==> config.mk <==
export PLATFORM = sky130hd
export DESIGN_NAME = note_scan_mux_flat
export DESIGN_NICKNAME = d
export VERILOG_FILES = /design/src/rtl/note_scan_mux_if.sv /design/src/rtl/note_scan_mux.sv /design/src/flat_wrapper.sv
export SDC_FILE = /design/constraint.sdc
export NUM_CORES = 1
export LEC_CHECK = 0
export ABC_AREA = 1
export BUFFER_PORTS_ARGS = -buffer_cell sky130_fd_sc_hd__buf_2
export CAP_MARGIN = 20
export CORE_AREA = 3 3 124 185
export DETAILED_ROUTE_END_ITERATION = 8
export DIE_AREA = 0 0 127 188
export GPL_TIMING_DRIVEN = 0
export PLACE_DENSITY = 0.68
export SYNTH_ARGS = -nofsm -noshare
export SYNTH_HDL_FRONTEND = slang
export SYNTH_SLANG_ARGS = --single-unit
export TNS_END_PERCENT = 20
==> constraint.sdc <==
create_clock -name clk_in -period 6.4 [get_ports clk_in]
set_clock_uncertainty 0.2 [all_clocks]
set_input_delay 0.96 -clock clk_in [delete_from_list [all_inputs] [get_ports clk_in]]
set_output_delay 0.96 -clock clk_in [all_outputs]
set_load 0.01 [all_outputs]
==> src/rtl/note_scan_mux_if.sv <==
// note_scan_mux_if: output stream of the note scanner.
//   x_out     : registered note word
//   chan_out  : channel index of x_out
//   valid_out : x_out/chan_out hold a valid transfer
//   ready_in  : downstream accepts when valid_out & ready_in
// master = scanner side, slave = downstream consumer.
interface note_scan_mux_if #(
  parameter int unsigned WIDTH    = 10,
  parameter int unsigned CHANNELS = 32
);
  localparam int unsigned IDX_W = $clog2(CHANNELS);

  logic [WIDTH-1:0] x_out;
  logic [IDX_W-1:0] chan_out;
  logic             valid_out;
  logic             ready_in;

  modport master (
    output x_out,
    output chan_out,
    output valid_out,
    input  ready_in
  );

  modport slave (
    input  x_out,
    input  chan_out,
    input  valid_out,
    output ready_in
  );
endinterface

==> src/rtl/note_scan_mux.sv <==
// note_scan_mux: time-division note multiplexer. Scans CHANNELS note words of
// WIDTH bits, presenting each enabled channel once per pass on a valid/ready
// stream, in one-shot or loop mode.
//   clk_in   : clock, rising edge
//   rst_in   : synchronous active-high reset
//   x_in     : flattened notes, channel k at [k*WIDTH +: WIDTH]
//   mask_in  : per-channel enable (evaluated at load/handshake only)
//   start_in : begin a scan (honoured only when idle)
//   loop_in  : 1 = wrap to the first enabled channel after the last one
//   busy_out : scan in progress
//   done_out : one-cycle pulse when a scan ends
//   out_if   : x_out / chan_out / valid_out / ready_in stream
module note_scan_mux #(
  parameter int unsigned WIDTH    = 10,
  parameter int unsigned CHANNELS = 32
) (
  input  logic                         clk_in,
  input  logic                         rst_in,
  input  logic [CHANNELS*WIDTH-1:0]    x_in,
  input  logic [CHANNELS-1:0]          mask_in,
  input  logic                         start_in,
  input  logic                         loop_in,
  output logic                         busy_out,
  output logic                         done_out,
  note_scan_mux_if.master              out_if
);
  localparam int unsigned IDX_W = $clog2(CHANNELS);

  typedef enum logic {IDLE, PRESENT} state_e;

  state_e           state_q, state_d;
  logic [WIDTH-1:0] x_q, x_d;
  logic [IDX_W-1:0] chan_q, chan_d;
  logic             valid_q, valid_d;
  logic             busy_q, busy_d;
  logic             done_q, done_d;

  logic [IDX_W-1:0] first_idx, next_idx;
  logic             has_first, has_next;
  logic             hs;
  logic             load_en;
  logic [IDX_W-1:0] load_idx;

  // Priority search over the live mask. Scanning from the top down lets the
  // lowest qualifying index overwrite any higher one. Indices only come from
  // set mask bits, so nothing >= CHANNELS can be produced.
  always_comb begin
    first_idx = '0;
    next_idx  = '0;
    has_first = |mask_in;
    has_next  = 1'b0;
    for (int unsigned i = 0; i < CHANNELS; i++) begin
      if (mask_in[CHANNELS-1-i]) begin
        first_idx = IDX_W'(CHANNELS-1-i);
        if (IDX_W'(CHANNELS-1-i) > chan_q) begin
          next_idx = IDX_W'(CHANNELS-1-i);
          has_next = 1'b1;
        end
      end
    end
  end

  assign hs = valid_q & out_if.ready_in;

  // State register (also holds the registered outputs)
  always_ff @(posedge clk_in) begin
    if (rst_in) begin
      state_q <= IDLE;
      x_q     <= '0;
      chan_q  <= '0;
      valid_q <= 1'b0;
      busy_q  <= 1'b0;
      done_q  <= 1'b0;
    end else begin
      state_q <= state_d;
      x_q     <= x_d;
      chan_q  <= chan_d;
      valid_q <= valid_d;
      busy_q  <= busy_d;
      done_q  <= done_d;
    end
  end

  // Next-state logic
  always_comb begin
    state_d = state_q;
    unique case (state_q)
      IDLE: begin
        if (start_in && has_first) state_d = PRESENT;
      end
      PRESENT: begin
        if (hs && !has_next && !(loop_in && has_first)) state_d = IDLE;
      end
      default: state_d = IDLE;
    endcase
  end

  // Output logic: choose what to load and the next values of the registered outputs
  always_comb begin
    load_en  = 1'b0;
    load_idx = '0;
    valid_d  = valid_q;
    busy_d   = busy_q;
    done_d   = 1'b0;
    unique case (state_q)
      IDLE: begin
        if (start_in) begin
          if (has_first) begin
            load_en  = 1'b1;
            load_idx = first_idx;
            valid_d  = 1'b1;
            busy_d   = 1'b1;
          end else begin
            done_d = 1'b1;
          end
        end
      end
      PRESENT: begin
        if (hs) begin
          if (has_next) begin
            load_en  = 1'b1;
            load_idx = next_idx;
          end else if (loop_in && has_first) begin
            load_en  = 1'b1;
            load_idx = first_idx;
          end else begin
            valid_d = 1'b0;
            busy_d  = 1'b0;
            done_d  = 1'b1;
          end
        end
      end
      default: begin
        valid_d = 1'b0;
        busy_d  = 1'b0;
      end
    endcase
    x_d    = load_en ? x_in[load_idx*WIDTH +: WIDTH] : x_q;
    chan_d = load_en ? load_idx : chan_q;
  end

  assign out_if.x_out     = x_q;
  assign out_if.chan_out  = chan_q;
  assign out_if.valid_out = valid_q;
  assign busy_out         = busy_q;
  assign done_out         = done_q;
endmodule
==> src/flat_wrapper.sv <==
// flat-port wrapper written by rule: the top's interface ports become plain ports
module note_scan_mux_flat 
#(
  parameter int unsigned WIDTH    = 10,
  parameter int unsigned CHANNELS = 32
)
  (clk_in, rst_in, x_in, mask_in, start_in, loop_in, busy_out, done_out, out_if_x_out, out_if_chan_out, out_if_valid_out, out_if_ready_in);
  note_scan_mux_if #(.WIDTH(WIDTH), .CHANNELS(CHANNELS)) out_if_i ();
  input  logic clk_in;
  input  logic rst_in;
  input  logic [CHANNELS*WIDTH-1:0] x_in;
  input  logic [CHANNELS-1:0] mask_in;
  input  logic start_in;
  input  logic loop_in;
  output logic busy_out;
  output logic done_out;
  output wire logic [$bits(out_if_i.x_out)-1:0] out_if_x_out;
  output wire logic [$bits(out_if_i.chan_out)-1:0] out_if_chan_out;
  output wire logic [$bits(out_if_i.valid_out)-1:0] out_if_valid_out;
  input wire logic [$bits(out_if_i.ready_in)-1:0] out_if_ready_in;
  assign out_if_x_out = out_if_i.x_out;
  assign out_if_chan_out = out_if_i.chan_out;
  assign out_if_valid_out = out_if_i.valid_out;
  assign out_if_i.ready_in = out_if_ready_in;
  note_scan_mux #(.WIDTH(WIDTH), .CHANNELS(CHANNELS)) u_core (.clk_in(clk_in), .rst_in(rst_in), .x_in(x_in), .mask_in(mask_in), .start_in(start_in), .loop_in(loop_in), .busy_out(busy_out), .done_out(done_out), .out_if(out_if_i));
endmodule
# Yosys cells after proc, flatten, opt, wreduce, memory -nomap -nowiden

Index checks and enable logic that the tools add are counted.

Bits of input ports: 357
Bits in latches: 0
Memory bits (read-only): 0
Memory bits (writable): 0
Word-level logic and storage cells: 241
Output and inout bits: 18
Memories: 0
Bits in registers: 18

Bitwise gates (word level): 2
Mux-type cells: 187
Add/sub/neg operators: 0
Shift operators: 1
Equality and inequality tests: 5
Reduce and logical (&&, ||, !) cells: 8
Multiply operators: 1
Divide/modulo/power cells: 0
Order comparisons: 32

Operators by type and width:

| operator                                              | number |
|---|---|
| 2-to-1 mux 5 bit                                      | 101 |
| variable part select 320 x 10 -> 10 bit               | 1 |
| 2-to-1 mux 1 bit                                      | 81 |
| > comparator 5 bit, first input constant              | 16 |
| > comparator 4 x 5 -> 1 bit, first input constant     | 8 |
| OR reduction 32 bit                                   | 1 |
| > comparator 3 x 5 -> 1 bit, first input constant     | 4 |
| > comparator 1 x 5 -> 1 bit, first input constant     | 2 |
| > comparator 2 x 5 -> 1 bit, first input constant     | 2 |
| one-hot mux 5 bit (2 select lines)                    | 1 |
| multiplier 5 x 3 -> 8 bit, second input constant      | 1 |
| inequality test 2 bit, second input constant          | 4 |
| one-hot mux 1 bit (2 select lines)                    | 4 |
| AND reduction 5 bit                                   | 1 |
| logical AND 1 bit                                     | 4 |
| zero test 1 bit                                       | 2 |
| inequality test 2 x 1 -> 1 bit, second input constant | 1 |
| AND 1 bit                                             | 1 |
| NOT 1 bit                                             | 1 |

# Depth between registers and ports, before layout

Word-level depth: 70
Mapped depth: 47
Depth with buffers taken out: 45

# Worst setup path before layout

No wires, ideal clock.

Path type: input port to flip-flop
Start point: in mask_in[29]
End point: reg u_core.x_q[0], in the netlist u_core.out_if.x_out[0]
Setup time: 0.110 ns
Required time: 6.090 ns
Setup slack: 2.683 ns
Arrival time: 3.407 ns
Buffers on the path: 2
Cell stages on the path: 36
Cells stage by stage: inv_1 -> o21ai_0 -> a21oi_1 -> o21bai_1 -> a21oi_1 -> o21bai_1 -> a21oi_1 -> nor2_1 -> o21ai_0 -> nand2_1 -> nand2_1 -> nand2_1 -> nand2_1 -> nand2_1 -> nand2_1 -> nand2_1 -> nand2_1 -> nand2_1 -> nand2_1 -> nand2_1 -> nand2_1 -> nand2_1 -> nand2_1 -> nand2_1 -> nand2_2 -> buf_2 -> buf_2 -> nand3b_1 -> nand3_1 -> nand3_1 -> nand3_1 -> nand2_1 -> nand2_1 -> nand3_1 -> nand2_1 -> inv_1

Cells in the longest elaborated chain, start to end: 64
Elaborated cells on any way between the ends: 164
Those cells by class: 1 x mul; 1 x shift; 160 x mux; 2 x reduce/logical

RTL lines:

| what                                                 | line                 | RTL |
|---|---|---|
| start: declaration                                   | flat_wrapper.sv:12   | `input logic [CHANNELS-1:0] mask_in;` |
| 2-to-1 mux 5 bit or 2-to-1 mux 1 bit (tied branches) | note_scan_mux.sv:53  | `if (mask_in[CHANNELS-1-i]) begin` |
| 2-to-1 mux 5 bit or 2-to-1 mux 1 bit (tied branches) | note_scan_mux.sv:55  | `if (IDX_W'(CHANNELS-1-i) > chan_q) begin` |
| 2-to-1 mux 5 bit or 2-to-1 mux 1 bit (tied branches) | note_scan_mux.sv:53  |  |
| 2-to-1 mux 5 bit or 2-to-1 mux 1 bit (tied branches) | note_scan_mux.sv:55  |  |
| 2-to-1 mux 5 bit or 2-to-1 mux 1 bit (tied branches) | note_scan_mux.sv:53  |  |
| 2-to-1 mux 5 bit or 2-to-1 mux 1 bit (tied branches) | note_scan_mux.sv:55  |  |
| 2-to-1 mux 5 bit or 2-to-1 mux 1 bit (tied branches) | note_scan_mux.sv:53  |  |
| 2-to-1 mux 5 bit or 2-to-1 mux 1 bit (tied branches) | note_scan_mux.sv:55  |  |
| (+48 left out)                                       | --                   |  |
| 2-to-1 mux 5 bit or 2-to-1 mux 1 bit (tied branches) | note_scan_mux.sv:53  |  |
| 2-to-1 mux 5 bit or 2-to-1 mux 1 bit (tied branches) | note_scan_mux.sv:55  |  |
| 2-to-1 mux 5 bit or 2-to-1 mux 1 bit (tied branches) | note_scan_mux.sv:53  |  |
| 2-to-1 mux 5 bit                                     | note_scan_mux.sv:120 | `if (has_next) begin` |
| 2-to-1 mux 5 bit                                     | note_scan_mux.sv:119 | `if (hs) begin` |
| one-hot mux 5 bit (2 select lines)                   | note_scan_mux.sv:105 | `unique case (state_q)` |
| multiplier 5 x 3 -> 8 bit                            | note_scan_mux.sv:138 | `x_d = load_en ? x_in[load_idx*WIDTH +: WIDTH] : x_q;` |
| variable part select 320 x 10 -> 10 bit              | note_scan_mux.sv:138 |  |
| end signal: assignment                               | note_scan_mux.sv:69  | `x_q <= '0;` |
| end signal: assignment                               | note_scan_mux.sv:76  | `x_q <= x_d;` |
| end: declaration                                     | note_scan_mux.sv:32  | `logic [WIDTH-1:0] x_q, x_d;` |

Parallel ways exist; a longest one is shown, timed or not.
A chain may end at the register's enable or synchronous reset.

# Worst setup path in the final report

Start point: in mask_in[26]
End point: reg u_core.x_q[0], in the netlist u_core.out_if.x_out[0]

Cells in the longest elaborated chain, start to end: 58
Elaborated cells on any way between the ends: 149
Those cells by class: 1 x mul; 1 x shift; 145 x mux; 2 x reduce/logical

RTL lines:

| what                                                 | line |
|---|---|
| 2-to-1 mux 5 bit or 2-to-1 mux 1 bit (tied branches) | note_scan_mux.sv:53 |
| 2-to-1 mux 5 bit or 2-to-1 mux 1 bit (tied branches) | note_scan_mux.sv:55 |
| 2-to-1 mux 5 bit or 2-to-1 mux 1 bit (tied branches) | note_scan_mux.sv:53 |
| 2-to-1 mux 5 bit or 2-to-1 mux 1 bit (tied branches) | note_scan_mux.sv:55 |
| 2-to-1 mux 5 bit or 2-to-1 mux 1 bit (tied branches) | note_scan_mux.sv:53 |
| 2-to-1 mux 5 bit or 2-to-1 mux 1 bit (tied branches) | note_scan_mux.sv:55 |
| 2-to-1 mux 5 bit or 2-to-1 mux 1 bit (tied branches) | note_scan_mux.sv:53 |
| 2-to-1 mux 5 bit or 2-to-1 mux 1 bit (tied branches) | note_scan_mux.sv:55 |
| (+42 left out)                                       | -- |
| 2-to-1 mux 5 bit or 2-to-1 mux 1 bit (tied branches) | note_scan_mux.sv:53 |
| 2-to-1 mux 5 bit or 2-to-1 mux 1 bit (tied branches) | note_scan_mux.sv:55 |
| 2-to-1 mux 5 bit or 2-to-1 mux 1 bit (tied branches) | note_scan_mux.sv:53 |
| 2-to-1 mux 5 bit                                     | note_scan_mux.sv:120 |
| 2-to-1 mux 5 bit                                     | note_scan_mux.sv:119 |
| one-hot mux 5 bit (2 select lines)                   | note_scan_mux.sv:105 |
| multiplier 5 x 3 -> 8 bit                            | note_scan_mux.sv:138 |
| variable part select 320 x 10 -> 10 bit              | note_scan_mux.sv:138 |

Parallel ways exist; a longest one is shown, timed or not.

==> impl_metrics.ini <==
[timing]
worst_pin_slew_ps = 661
fmax_ghz = 0.207
drv_slew = 0
grt_setup_unrepaired = no
post-route-period-util_pct = 75.5
relSlewSlack_pct = 55.9
setup_viol = 0
fin_crit_ps = 4830
finalHoldViolCount = 0
layout_setup_ws_ps = 1570
setup_tns_ps = 0

[worst_setup_path]
cp_slowest_cell = nor4_1
crit_chain = buf_2, nor4_1, nand2_1, nor3_1, inv_1, nor2_1, inv_1, a21oi_1, inv_1, nand2_2, o21ai_2, o211ai_1, nand2_1, inv_1, clkbuf_1, nand3_1, nand3_1, nand2_1, nand2_1, nand3_1, nand2_1, inv_1
worstPathMaxFanout = 10
crit_type = in -> reg
endpoint = u_core.out_if.x_out[0]
setup.worst_path.start_class = input pin
crit_start = mask_in[26]
r2r-end = u_core.out_if.x_out[0]
endpoint_kind = flop
rrSetupSlack_ps = 1840
crit_arrival_ps = 4780
worst_ep_required_time_ps = 6350
worstReg2RegStart = u_core.out_if.chan_out[4]
max_stage_delay_ps = 500
reg2reg_depth = 26

[global_route]
grt_pass1_wl_um = 51200
grt_pass1_vias = 9779
grt_antenna_before_repair = 14
gr-total-overflow = 0
grt_max_degree = 11
grt.total_usage_pct = 27.2

[power]
ir_drop_mv = 0.0700
pwr_density_cell_nw_per_um2 = 92.0
p_leak_nw = 5.33
power_uw = 804

[clocking]
postCtsSetupBuffers = 0
clockBufferDepth = 2
post_cts_resized = 0
cts_buffers = 3
cts_hold_buf = 0
root_buffer = clkbuf_16
clkLatencyLatePin_ps = 250
clk_pin_slew_ps = 60
numClockSinks = 18
cts_tree = built
cts_max_level = 1

[die]
die_area_sq_um = 23900
core_area_sq_um = 21600
ios = 375
initial_core_util_pct = 29.6
rows = 66
die_height_um = 188
fp.dieW_um = 127

[detailed_routing]
wl_per_cell_um = 17.4
drc = 0
drt-total-wl_um = 34300
final_antenna_net_count = 0
first_pass_iters = 7
first_iter_violations = 745
num_vias = 9828
viasPerCell = 4.97

[place]
post-place-ws_ps = 1390
gp_congestion = 0.962
io_buffer_count = 374
placed_cell_area_sq_um = 8620
place_hpwl_um = 29000

[yosys]
async_flop_share_pct = 0
ys_seq_area_share_pct = 5.62
ys_ff_latch = 18
synth_edf_count = 0
synthDistinctLibCells = 37
synthCells = 1315
synth_area_sq_um = 6410
syn_nets = 1672
yosys_most_used_dff = dfxtp_1
synth_warnings = 0
synth.avg_cell_area_sq_um = 4.87

[cells_and_area]
drive_above_1_share_pct = 26.4
syn_to_final_growth_pct = 36.3
multi_input_area_sq_um = 4480
layout.nets = 2051
fillers = 2577
register_area_sq_um = 360
final_cell_area_sq_um = 8730

[min_path]
holdCritPathClass = reg -> reg
min_from = u_core.state_q

[run]
maxCapViolCount = 0

[run_status]
status = complete, no violations
critical path, delay by kind of cell:
family	cells	cell delay (ps)
compound gates	3	370
buf+inv	7	1110
simple gates	12	2320
metrics by stage:
stage,util (%),instances,hold WS [ps]
after floorplan,-,1315,244
after global placement,39.8,1961,262
after detailed placement,39.8,1961,270
after CTS,40.2,1965,278
after global routing,40.4,1975,307
final,40.4,1976,275
registers in the layout, summed over array words and instances, names as in the netlist:
| signal | cells |
|---|---|
| u_core.state_q | 1 |
| u_core.out_if.valid_out | 1 |
| u_core.done_out | 1 |
| u_core.out_if.x_out | 10 |
| u_core.out_if.chan_out | 5 |
worst min path at each step:
stage	end	slack, ps	cells after the start
after floorplan	u_core.state_q	240	2
after CTS	u_core.state_q	280	2
final	u_core.state_q	280	2
after global routing	u_core.state_q	310	2
after global placement	u_core.state_q	260	2
after detailed placement	u_core.state_q	270	2
cells by family (layout without fill, tap and decap cells):
kind of cell    after synthesis  in the layout  share of synthesized area (%)
compound gates               49             49                           4.65
buf+inv                     380            758                           24.5
flops                        18             18                           5.63
other cells                   0             11                              0
simple gates                868            868                           65.2
area by class of cell:
type,count,area share (%)
Buffer,90,5.50
Clock buffer,4,1.02
Inverter,290,12.5
Sequential cell,18,4.13
Multi-Input combinational cell,917,51.3
Timing Repair Buffer,374,21.4
Antenna cell,11,0.315
Tap cell,272,3.90
report_power, final:
group	switching (mW)	internal, mW
registers	0.00543	0.120
clock network	0.0462	0.0952
logic	0.311	0.226
total	0.362	0.442
cells in the final DEF, fill, tap and decap left out, drive strengths merged, types with 2 or more instances in the layout:
cell and instances:
buf 440, nand3 358, nand2 327, inv 290, nand3b 109, nor2 52
clkbuf 28, dfxtp 18, o21ai 18, a21oi 13, diode 11, nor3 10
nand4 5, o211ai 4, nor4 4, o21bai 2, o31ai 2
routing by layer:
layer  track usage (%)  vias up  routed length, um
met1              30.5     4388              13200
met2              50.7      428              17600
li1                  -     4922                  -
met4              11.3        8               1410
met3              3.36       82               2010
met5                 0        -                 62
cell usage after synthesis, drive strengths merged, types with 2 or more instances:
library cell | count | area [sq um]
o21ai | 18 | 93.8
clkbuf | 24 | 90.1
nand4 | 5 | 31.3
o31ai | 2 | 15.0
o211ai | 4 | 30.0
nor3 | 10 | 50.1
nand2 | 327 | 1250
nor2 | 52 | 195
nand3b | 109 | 818
dfxtp | 18 | 360
nand3 | 358 | 1790
inv | 290 | 1090
nor4 | 4 | 25.0
buf | 66 | 390
a21oi | 13 | 65.1
o21bai | 2 | 15.0
Note: power is estimated with default switching activity, not from simulation.
